### src/rtl/lsu_align_ctrl_if.sv
`default_nettype none
// ============================================================================
// Module      : lsu_align_ctrl_if
// Description : MEM-stage request/response bundle between the pipeline and
//               the load/store alignment controller.
//               master : pipeline side (drives the request, sees the
//                        stall / load result / illegal pulse)
//               slave  : alignment controller side
//               Signals:
//                 req_valid   request present this cycle
//                 req_we      1 = store, 0 = load
//                 req_funct3  access type (lb/lh/lw/lbu/lhu, sb/sh/sw)
//                 req_addr    byte address
//                 req_wdata   store data (rs2)
//                 stall       hold the pipeline this cycle
//                 load_data   extended load result (registered)
//                 load_valid  one-cycle pulse, load_data valid
//                 illegal     one-cycle pulse, unsupported funct3
// Revision    : 1.0 - initial release
// ============================================================================
interface lsu_align_ctrl_if;
  logic        req_valid;
  logic        req_we;
  logic [2:0]  req_funct3;
  logic [31:0] req_addr;
  logic [31:0] req_wdata;
  logic        stall;
  logic [31:0] load_data;
  logic        load_valid;
  logic        illegal;

  modport master (
    output req_valid, req_we, req_funct3, req_addr, req_wdata,
    input  stall, load_data, load_valid, illegal
  );

  modport slave (
    input  req_valid, req_we, req_funct3, req_addr, req_wdata,
    output stall, load_data, load_valid, illegal
  );
endinterface
`default_nettype wire

### src/rtl/lsu_align_ctrl.sv
`default_nettype none
// ============================================================================
// Module      : lsu_align_ctrl
// Description : Load/store alignment controller sitting between the MEM
//               stage and a word-organised data memory. Converts byte
//               address requests into word accesses with byte enables,
//               lane-aligns store data and extracts/extends load data.
//               An access that crosses a word boundary is split into two
//               consecutive memory accesses with a one-cycle stall.
//               Optional build macro:
//                 LSU_MISALIGN_TRAP_EN - word-crossing requests are not
//                   split; they perform no access and raise a registered
//                   misalign_exc pulse instead.
//               Ports:
//                 clk        rising-edge clock
//                 reset      asynchronous, active-low reset
//                 bus        request/response bundle (slave modport)
//                 mem_cs     memory chip select, active-low
//                 mem_rd     1 = read, 0 = write
//                 mem_addr   word index (WORD_AW bits)
//                 mem_mask   byte enables, bit i = lane i
//                 mem_wdata  lane-aligned write data
//                 mem_rdata  raw read word, same-cycle combinational
//                 misalign_exc (trap build only) misaligned-access pulse
//               WORD_AW must not exceed 30.
// Revision    : 1.0 - initial release
// ============================================================================
module lsu_align_ctrl #(
  parameter int WORD_AW = 30
) (
  input  logic               clk,
  input  logic               reset,
  lsu_align_ctrl_if.slave    bus,
  output logic               mem_cs,
  output logic               mem_rd,
  output logic [WORD_AW-1:0] mem_addr,
  output logic [3:0]         mem_mask,
  output logic [31:0]        mem_wdata,
  input  logic [31:0]        mem_rdata
`ifdef LSU_MISALIGN_TRAP_EN
  ,
  output logic               misalign_exc
`endif
);

  typedef enum logic [0:0] {
    S_IDLE   = 1'b0,
    S_SECOND = 1'b1
  } state_t;

  // Byte-enable pattern of an access at offset 0 for a given size code.
  function automatic logic [3:0] size_mask(input logic [1:0] sz);
    case (sz)
      2'b00:   size_mask = 4'b0001;
      2'b01:   size_mask = 4'b0011;
      default: size_mask = 4'b1111;
    endcase
  endfunction

  // Keep the low 1/2/4 bytes; funct3[2] selects zero extension.
  function automatic logic [31:0] extend(input logic [2:0] f3,
                                         input logic [31:0] raw);
    case (f3[1:0])
      2'b00:   extend = {{24{raw[7]  & ~f3[2]}}, raw[7:0]};
      2'b01:   extend = {{16{raw[15] & ~f3[2]}}, raw[15:0]};
      default: extend = raw;
    endcase
  endfunction

  state_t r_state;
  state_t w_state_nxt;

  // Request latched at the first half of a split access.
  logic [WORD_AW-1:0] r_word;
  logic [1:0]         r_off;
  logic [2:0]         r_funct3;
  logic               r_we;
  logic [3:0]         r_mask_hi;
  logic [31:0]        r_wdata_hi;
  logic [31:0]        r_hold;

  logic [31:0]        r_load_data;
  logic               r_load_valid;
  logic               r_illegal;

  // Live-request decode.
  logic [1:0]         w_off;
  logic [7:0]         w_bm8;
  logic [63:0]        w_wsh;
  logic               w_split;
  logic               w_legal;
  logic [WORD_AW-1:0] w_word;

  // FSM outputs / control.
  logic               w_latch;
  logic               w_ld_done;
  logic               w_ld_split;
  logic               w_illegal_nxt;

  // Load assembly.
  logic [1:0]         w_sel_off;
  logic [2:0]         w_sel_funct3;
  logic [63:0]        w_cat;
  logic [31:0]        w_raw;

  assign w_off   = bus.req_addr[1:0];
  assign w_bm8   = {4'b0000, size_mask(bus.req_funct3[1:0])} << w_off;
  assign w_wsh   = {32'h0000_0000, bus.req_wdata} << {w_off, 3'b000};
  assign w_split = |w_bm8[7:4];
  assign w_word  = bus.req_addr[WORD_AW+1:2];

  always_comb begin
    case (bus.req_funct3)
      3'b000, 3'b001, 3'b010: w_legal = 1'b1;
      3'b100, 3'b101:         w_legal = ~bus.req_we;
      default:                w_legal = 1'b0;
    endcase
  end

`ifdef LSU_MISALIGN_TRAP_EN
  logic r_misalign;
  logic w_misalign_nxt;
`endif

  // Next state and memory-side outputs. Everything is forced idle while
  // reset is asserted so the memory sees no access even if a request is
  // presented during reset.
  always_comb begin
    w_state_nxt   = r_state;
    mem_cs        = 1'b1;
    mem_rd        = 1'b1;
    mem_addr      = '0;
    mem_mask      = 4'b0000;
    mem_wdata     = 32'h0000_0000;
    bus.stall     = 1'b0;
    w_latch       = 1'b0;
    w_ld_done     = 1'b0;
    w_ld_split    = 1'b0;
    w_illegal_nxt = 1'b0;
`ifdef LSU_MISALIGN_TRAP_EN
    w_misalign_nxt = 1'b0;
`endif
    if (reset) begin
      case (r_state)
        S_IDLE: begin
          if (bus.req_valid) begin
            if (!w_legal) begin
              w_illegal_nxt = 1'b1;
            end else if (w_split) begin
`ifdef LSU_MISALIGN_TRAP_EN
              w_misalign_nxt = 1'b1;
`else
              // First half: low lanes of word A, then finish in SECOND.
              mem_cs      = 1'b0;
              mem_rd      = ~bus.req_we;
              mem_addr    = w_word;
              mem_mask    = w_bm8[3:0];
              mem_wdata   = w_wsh[31:0];
              bus.stall   = 1'b1;
              w_latch     = 1'b1;
              w_state_nxt = S_SECOND;
`endif
            end else begin
              mem_cs    = 1'b0;
              mem_rd    = ~bus.req_we;
              mem_addr  = w_word;
              mem_mask  = w_bm8[3:0];
              mem_wdata = w_wsh[31:0];
              w_ld_done = ~bus.req_we;
            end
          end
        end
        S_SECOND: begin
          // Second half from the latched request; live req_* is ignored.
          mem_cs      = 1'b0;
          mem_rd      = ~r_we;
          mem_addr    = r_word + 1'b1;
          mem_mask    = r_mask_hi;
          mem_wdata   = r_wdata_hi;
          w_ld_done   = ~r_we;
          w_ld_split  = 1'b1;
          w_state_nxt = S_IDLE;
        end
        default: w_state_nxt = S_IDLE;
      endcase
    end
  end

  // In SECOND the offset/type come from the latched request, and the
  // first word (hold) supplies the low half of the 64-bit window.
  assign w_sel_off    = w_ld_split ? r_off    : w_off;
  assign w_sel_funct3 = w_ld_split ? r_funct3 : bus.req_funct3;
  assign w_cat        = w_ld_split ? {mem_rdata, r_hold}
                                   : {32'h0000_0000, mem_rdata};
  assign w_raw        = 32'(w_cat >> {w_sel_off, 3'b000});

  always_ff @(posedge clk or negedge reset) begin
    if (!reset) begin
      r_state      <= S_IDLE;
      r_word       <= '0;
      r_off        <= 2'b00;
      r_funct3     <= 3'b000;
      r_we         <= 1'b0;
      r_mask_hi    <= 4'b0000;
      r_wdata_hi   <= 32'h0000_0000;
      r_hold       <= 32'h0000_0000;
      r_load_data  <= 32'h0000_0000;
      r_load_valid <= 1'b0;
      r_illegal    <= 1'b0;
    end else begin
      r_state      <= w_state_nxt;
      r_load_valid <= w_ld_done;
      r_illegal    <= w_illegal_nxt;
      if (w_ld_done) begin
        r_load_data <= extend(w_sel_funct3, w_raw);
      end
      if (w_latch) begin
        r_word     <= w_word;
        r_off      <= w_off;
        r_funct3   <= bus.req_funct3;
        r_we       <= bus.req_we;
        r_mask_hi  <= w_bm8[7:4];
        r_wdata_hi <= w_wsh[63:32];
        if (!bus.req_we) begin
          r_hold <= mem_rdata;
        end
      end
    end
  end

`ifdef LSU_MISALIGN_TRAP_EN
  always_ff @(posedge clk or negedge reset) begin
    if (!reset) begin
      r_misalign <= 1'b0;
    end else begin
      r_misalign <= w_misalign_nxt;
    end
  end
  assign misalign_exc = r_misalign;
`endif

  assign bus.load_data  = r_load_data;
  assign bus.load_valid = r_load_valid;
  assign bus.illegal    = r_illegal;

endmodule
`default_nettype wire

### src/flat_wrapper.sv
// flat-port wrapper written by rule: the top's interface ports become plain ports
module lsu_align_ctrl_flat 
#(
  parameter int WORD_AW = 30
)
  (clk, reset, mem_cs, mem_rd, mem_addr, mem_mask, mem_wdata, mem_rdata, bus_req_valid, bus_req_we, bus_req_funct3, bus_req_addr, bus_req_wdata, bus_stall, bus_load_data, bus_load_valid, bus_illegal);
  lsu_align_ctrl_if bus_i ();
  input  logic clk;
  input  logic reset;
  output logic mem_cs;
  output logic mem_rd;
  output logic [WORD_AW-1:0] mem_addr;
  output logic [3:0] mem_mask;
  output logic [31:0] mem_wdata;
  input  logic [31:0] mem_rdata;
  input wire logic [$bits(bus_i.req_valid)-1:0] bus_req_valid;
  input wire logic [$bits(bus_i.req_we)-1:0] bus_req_we;
  input wire logic [$bits(bus_i.req_funct3)-1:0] bus_req_funct3;
  input wire logic [$bits(bus_i.req_addr)-1:0] bus_req_addr;
  input wire logic [$bits(bus_i.req_wdata)-1:0] bus_req_wdata;
  output wire logic [$bits(bus_i.stall)-1:0] bus_stall;
  output wire logic [$bits(bus_i.load_data)-1:0] bus_load_data;
  output wire logic [$bits(bus_i.load_valid)-1:0] bus_load_valid;
  output wire logic [$bits(bus_i.illegal)-1:0] bus_illegal;
  assign bus_i.req_valid = bus_req_valid;
  assign bus_i.req_we = bus_req_we;
  assign bus_i.req_funct3 = bus_req_funct3;
  assign bus_i.req_addr = bus_req_addr;
  assign bus_i.req_wdata = bus_req_wdata;
  assign bus_stall = bus_i.stall;
  assign bus_load_data = bus_i.load_data;
  assign bus_load_valid = bus_i.load_valid;
  assign bus_illegal = bus_i.illegal;
  lsu_align_ctrl #(.WORD_AW(WORD_AW)) u_core (.clk(clk), .reset(reset), .bus(bus_i), .mem_cs(mem_cs), .mem_rd(mem_rd), .mem_addr(mem_addr), .mem_mask(mem_mask), .mem_wdata(mem_wdata), .mem_rdata(mem_rdata));
endmodule
### config.mk
export PLATFORM = sky130hd
export DESIGN_NAME = lsu_align_ctrl_flat
export DESIGN_NICKNAME = d
export VERILOG_FILES = /design/src/rtl/lsu_align_ctrl_if.sv /design/src/rtl/lsu_align_ctrl.sv /design/src/flat_wrapper.sv
export SDC_FILE = /design/constraint.sdc
export NUM_CORES = 1
export LEC_CHECK = 0
export CORE_AREA = 10 10 178 180
export DETAILED_ROUTE_END_ITERATION = 10
export DIE_AREA = 0 0 188 190
export PLACE_DENSITY = 0.61
export REMOVE_ABC_BUFFERS = 1
export SYNTH_ARGS = -nofsm -noshare
export SYNTH_HDL_FRONTEND = slang
export SYNTH_SLANG_ARGS = --single-unit
### constraint.sdc
create_clock -name clk -period 8.89 [get_ports clk]
set_input_delay 2.667 -clock clk [delete_from_list [all_inputs] [get_ports clk]]
set_output_delay 2.667 -clock clk [all_outputs]
set_load 0.1 [all_outputs]
==> impl_metrics.tcl, run 1 <==
set metrics [dict create \
    cts-root-buf "clkbuf_16" \
    numCtsBuffers 17 \
    port_buffers 205 \
    avgViaCountPerCell 4.961 \
    critPathLaunchType "primary input" \
    routabilityCongestion 0.8257 \
    crit_required_ns 6.22 \
    die-width_um 188 \
    min_period_ns 7.862 \
    synthArstFlopShare 1.000 \
    cts_resized 0 \
    num_io_pins 206 \
    tightest_slew_ns 1.036 \
    timing.final.crit_share 0.8843 \
    cp_max_fo 10 \
    slew_violations 0 \
    peakVddDrop_mv 0.1221 \
    grt_max_degree 71 \
    clk_pin_slew_ns 0.07 \
    drc 0 \
    core_area_um2 28240 \
    synthTopCellsByArea "dfrtp_1, mux2i_1, nand2_1" \
    nets 1201 \
    wirelength_mm 27.91 \
    rows 62 \
    worstSkewPairLatency_ns 0.42 \
    worst-setup-path-type "primary input to output pin" \
    die_area_um2 35720 \
    whs_path_depth 2 \
    post-dp-hpwl_mm 19.39 \
    place_area_um2 10540 \
    antenna_found_initial 2 \
    drive_gt1_frac 0.1676 \
    cts_max_level 4 \
    ys.flop_type "dfrtp_1" \
    max_freq_ghz 0.1272 \
    grt_pass1_wl_mm 44.39 \
    finalHoldViolCount 0 \
    hold_class "register to register" \
    fin_skew_ns 0.01211 \
    worstRegToRegCells 6 \
    vias 7422 \
    end_kind "output pin" \
    rsz0062_at_grt "false" \
    relSlewSlack 0.3074 \
    swShare 0.4636 \
    power_frac_seq 0.316 \
    clock_path_buffers 2 \
    multi_input_area_um2 4686 \
    register_area_um2 3256 \
    clock_power_share 0.245 \
    synthTopCellsByCount "nand2_1, dfrtp_1, nor2_1, mux2i_1, o21ai_0" \
    grt.total_usage 0.1552 \
    yosys_warnings 0 \
    internal_power_uw 1547 \
    p_comb_frac 0.439 \
    netlist_area_um2 8338 \
    cap_violations 0 \
    ant_nets 0 \
    power.density_nw_per_um2 259.3 \
    finalSetupViolations 0 \
    cp_data_arrival_time_ns 5.19 \
    cts_tree "yes" \
    drtIter0Drc 385 \
    outcome "finished, final reports clean" \
    holdBufCountCts 0 \
    drtPass1Iterations 5 \
    ys_seq_elements 130 \
    fin_area_um2 11130 \
    synth_top_cell_by_area "dfrtp_1" \
    syn2layout_area_growth_pct 33.43 \
    initial_core_util 0.2953 \
    die_h_um 190 \
    synth_edf_count 0 \
    fill_cells 2930 \
    cts_setup_buffers 0 \
    avgSynthCellArea_um2 8.946 \
    grt_pass1_vias 7777 \
    synth_top_area_share 0.3902 \
    yosysMostFrequentCell "nand2_1" \
    clkSinkCount 130 \
    synth_cell_types 49 \
    p_leak_uw 0.004728 \
    fin_ws_ns 1.028 \
    syn_inst 932 \
    preCtsSetupSlack_ns 1.001 \
    ys_seq_area_frac 0.3902 \
    post_drt_wl_per_cell_um 18.66 \
    p_sw_uw 1337 \
    grt-ovfl-total 0 \
]
## final cells by class
type,count,share of cell area
Tap cell,384,0.04318
Clock buffer,17,0.03824
Clock inverter,15,0.01428
Inverter,9,0.003036
Sequential cell,130,0.2926
Multi-Input combinational cell,723,0.4212
Antenna cell,2,0.0004498
Timing Repair Buffer,216,0.1870
## worst max-delay path, stage by stage
cell and delay [ns]:
clkdlybuf4s50_1 0.60, a21o_1 0.30, a21oi_4 0.25, nand2b_1 0.39, nor2_2 0.52, a22o_1 0.27, buf_12 0.19
## power by group through the flow
stage          registers, µW  logic, µW  clock network (µW)
2_1_floorplan           1360        475                   0
3_3_place_gp             916       1260                   0
3_5_place_dp             921       1270                   0
4_1_cts                  911       1280                 725
5_1_grt                  938       1340                 753
6_report                 912       1270                 707
## routing by layer
metal / vias to the layer above / part of all wire / track usage
li1: 3620 / - / -
met1: 3548 / 0.45 / 0.1991
met2: 228 / 0.47 / 0.2509
met3: 26 / 0.064 / 0.04522
met4: 0 / 0.014 / 0.03938
met5: - / 0 / 0
## cells by family after synthesis
group | Yosys count | synth area share
xor gates and xnor gates | 28 | 0.02941
adders and majority gates | 1 | 0.001500
buffers and inverters | 79 | 0.05012
DFF | 130 | 0.3902
and+or+nand+nor | 366 | 0.1936
AOI/OAI and AO/OA | 184 | 0.1412
muxes | 144 | 0.1940
## worst paths after layout
path,to,from,slack (ns)
worst min-delay path,u_core.r_wdata_hi[20],u_core.r_wdata_hi[20],0.47
worst max register to register,u_core.bus.load_data[22],u_core.r_state,5.36
worst min register to register,u_core.r_wdata_hi[20],u_core.r_wdata_hi[20],0.47
worst max-delay path,mem_wdata[2],bus_req_funct3[1],1.03
min in group asynchronous,u_core.r_hold[17],reset,2.18
max in group asynchronous,u_core.r_state,reset,5.65
## flip-flops by register name, summed over array words and instances, names as in the netlist
signal	count
u_core.r_we	1
u_core.r_hold	32
u_core.r_funct3	3
u_core.r_off	2
u_core.bus.load_valid	1
u_core.r_wdata_hi	24
u_core.r_state	1
u_core.r_word	30
u_core.bus.illegal	1
u_core.bus.load_data	32
u_core.r_mask_hi	3
## stage by stage
step	utilization	total power [µW]	instances	TNS [ns]	hold WS (ns)
after floorplan	-	1833	862	-31.25	0.4354
after global placement	0.3731	2180	1462	0	0.4493
after detailed placement	0.3731	2195	1462	0	0.4580
after CTS	0.3938	2913	1494	0	0.4749
after global routing	0.3939	3036	1495	0	0.4900
final	0.3940	2885	1496	0	0.4701
## layout by cell type (no fill, tap or decap), drive strengths merged, types with 4 or more instances in the layout
cell	n
nand2	177
a21oi	44
and3	4
clkdlybuf4s50	133
buf	83
and2	5
a31oi	17
nand2b	5
mux2	41
nor3	9
nor4	5
a22o	10
o22ai	17
nor2	103
a211oi	32
clkbuf	17
xnor2	19
inv	19
mux4	10
dfrtp	130
xor2	9
a22oi	9
nand3	30
a21o	4
nand4	8
mux2i	93
nor2b	13
o21ai	46
Power figures use the tool's default switching activity.
==> run 2, diff against run 1 <==
--- a/config.mk
+++ b/config.mk
@@ -8,7 +8,7 @@
 export CORE_AREA = 10 10 178 180
 export DETAILED_ROUTE_END_ITERATION = 10
 export DIE_AREA = 0 0 188 190
-export PLACE_DENSITY = 0.61
+export PLACE_DENSITY_LB_ADDON = 0.25
 export REMOVE_ABC_BUFFERS = 1
 export SYNTH_ARGS = -nofsm -noshare
 export SYNTH_HDL_FRONTEND = slang
==> constraint.sdc (replaced) <==
create_clock -name clk -period 8.89 [get_ports clk]
set_input_delay 2.667 -clock clk [delete_from_list [all_inputs] [get_ports clk]]
set_output_delay 2.667 -clock clk [all_outputs]
set_load 0.02 [all_outputs]
==> impl_metrics.tcl, run 2 (synthesized netlist as in run 1, its figures left out) <==
set metrics [dict create \
    cts_tree "yes" \
    vias 7452 \
    syn2layout_area_growth_pct 34.51 \
    die_h_um 190 \
    finalHoldViolCount 0 \
    grt.total_usage 0.1563 \
    port_buffers 205 \
    register_area_um2 3256 \
    antenna_cells 0 \
    fin_ws_ns 0.8996 \
    whs_path_depth 1 \
    crit_required_ns 6.22 \
    ant_nets 0 \
    r2r_start "u_core.r_state" \
    place_area_um2 10610 \
    rsz0062_at_grt "false" \
    cts_resized 0 \
    cp_max_fo 10 \
    holdPathEnd "u_core.r_mask_hi[0]" \
    nets 1204 \
    layout_common_cells "clkdlybuf4s50_1, nand2_1, dfrtp_1" \
    drtPass1Iterations 5 \
    drive_gt1_frac 0.1069 \
    routabilityCongestion 0.8038 \
    die-width_um 188 \
    max_stage_delay_ns 0.61 \
    holdBufCountCts 0 \
    drc 0 \
    finalSetupViolations 0 \
    post_drt_wl_per_cell_um 18.96 \
    fill_cells 2898 \
    avgViaCountPerCell 4.978 \
    worstSkewPairLatency_ns 0.41 \
    timing.rr.end "u_core.bus.load_data[22]" \
    rows 62 \
    hold_class "register to register" \
    worstRegToRegCells 6 \
    multi_input_area_um2 4686 \
    min_from "u_core.r_mask_hi[0]" \
    clk_pin_slew_ns 0.07 \
    initial_core_util 0.2953 \
    min_period_ns 7.990 \
    num_io_pins 206 \
    core_area_um2 28240 \
    post-dp-hpwl_mm 19.59 \
    p_leak_uw 0.004591 \
    power.density_nw_per_um2 217.2 \
    preCtsSetupSlack_ns 0.9279 \
    cap_violations 0 \
    tightest_slew_ns 1.010 \
    crit_slowest_cell "clkdlybuf4s50_1" \
    fin_area_um2 11220 \
    max_freq_ghz 0.1252 \
    final_common_cell "clkdlybuf4s50_1" \
    path_common_cell "clkdlybuf4s50_1" \
    path_cells "clkdlybuf4s50_1 -> or2_1 -> a21oi_4 -> nand2b_1 -> buf_4 -> nor2_2 -> a22o_1 -> clkdlybuf4s50_1" \
    slew_violations 0 \
    whs_ns 0.4655 \
    finalSetupTns_ns 0 \
    wirelength_mm 28.39 \
    final_util 0.3972 \
    timing.final.crit_share 0.8988 \
    outcome "finished, final reports clean" \
    die_area_um2 35720 \
    drtIter0Drc 411 \
    cp_data_arrival_time_ns 5.32 \
    worst-setup-path-type "primary input to output pin" \
    clkSinkCount 130 \
    cts_max_level 4 \
    crit_family "buffers and inverters" \
    cts_setup_buffers 0 \
    fin_skew_ns 0.01227 \
    clock_path_buffers 2 \
    rrSetupSlack_ns 5.26 \
    end_kind "output pin" \
    critPathLaunchType "primary input" \
    grt_pass1_vias 7674 \
    crit_buf_inv 3 \
    peakVddDrop_mv 0.1170 \
    grt_max_degree 71 \
    grt-ovfl-total 0 \
    antenna_found_initial 3 \
    grt_pass1_wl_mm 44.79 \
    cts-root-buf "clkbuf_16" \
    numCtsBuffers 17 \
    relSlewSlack 0.3268 \
]
-- run 2: changes by cell type in the layout (fill, tap and decap cells not counted), moves of 2 or more --
| cell | change |
|---|---|
| buf_12 | -10 |
| buf_4 | -56 |
| bufinv_16 | +2 |
| clkdlybuf4s50_1 | +69 |
| clkinv_4 | +2 |
| diode_2 | -2 |
| inv_6 | -4 |
| inv_8 | -3 |
-- run 2: how the worst max path moves through the flow --
stage                           start            to  slack (ns)  cells past startpoint
global route        bus_req_funct3[2]  mem_wdata[5]        0.70                      8
detailed placement  bus_req_funct3[2]  mem_wdata[5]        0.93                      8
CTS                 bus_req_funct3[2]  mem_wdata[0]        0.91                      8
global placement    bus_req_funct3[0]  mem_wdata[1]        0.96                      8
floorplan                       reset  mem_addr[10]        1.12                      3
finish              bus_req_funct3[2]  mem_wdata[0]        0.90                      8
-- run 2: routing by layer --
layer	vias up	routed length, µm	track usage
li1	3633	-	-
met1	3588	13160	0.2001
met2	208	12890	0.2537
met3	19	2077	0.05254
met4	4	222	0.02738
met5	-	33	0
-- run 2: power breakdown --
group          internal [µW]  switching, µW
clock                    446            292
combinational            389            400
sequential               766            143
total                   1600            835
-- run 2: per-stage QoR --
stage          total power [µW]  std cells
2_1_floorplan              1354        862
3_3_place_gp               1703       1465
3_5_place_dp               1717       1465
4_1_cts                    2471       1497
5_1_grt                    2589       1497
6_report                   2436       1497
-- run 2: layout make-up --
cell class / count / area share
clock inverters: 14 / 0.01606
well taps: 384 / 0.04284
repair buffers: 219 / 0.1918
clock buffers: 18 / 0.03826
multi-input cells: 723 / 0.4178
inverters: 9 / 0.003012
flip-flops and latches: 130 / 0.2903
==> run 3, diff against run 2 <==
--- a/config.mk
+++ b/config.mk
@@ -8,6 +8,7 @@
 export CORE_AREA = 10 10 178 180
 export DETAILED_ROUTE_END_ITERATION = 10
 export DIE_AREA = 0 0 188 190
+export HOLD_SLACK_MARGIN = 0.02
 export PLACE_DENSITY_LB_ADDON = 0.25
 export REMOVE_ABC_BUFFERS = 1
 export SYNTH_ARGS = -nofsm -noshare
==> results of run 3 <==
The final DEF is identical to that of run 2; final timing and power are the same.
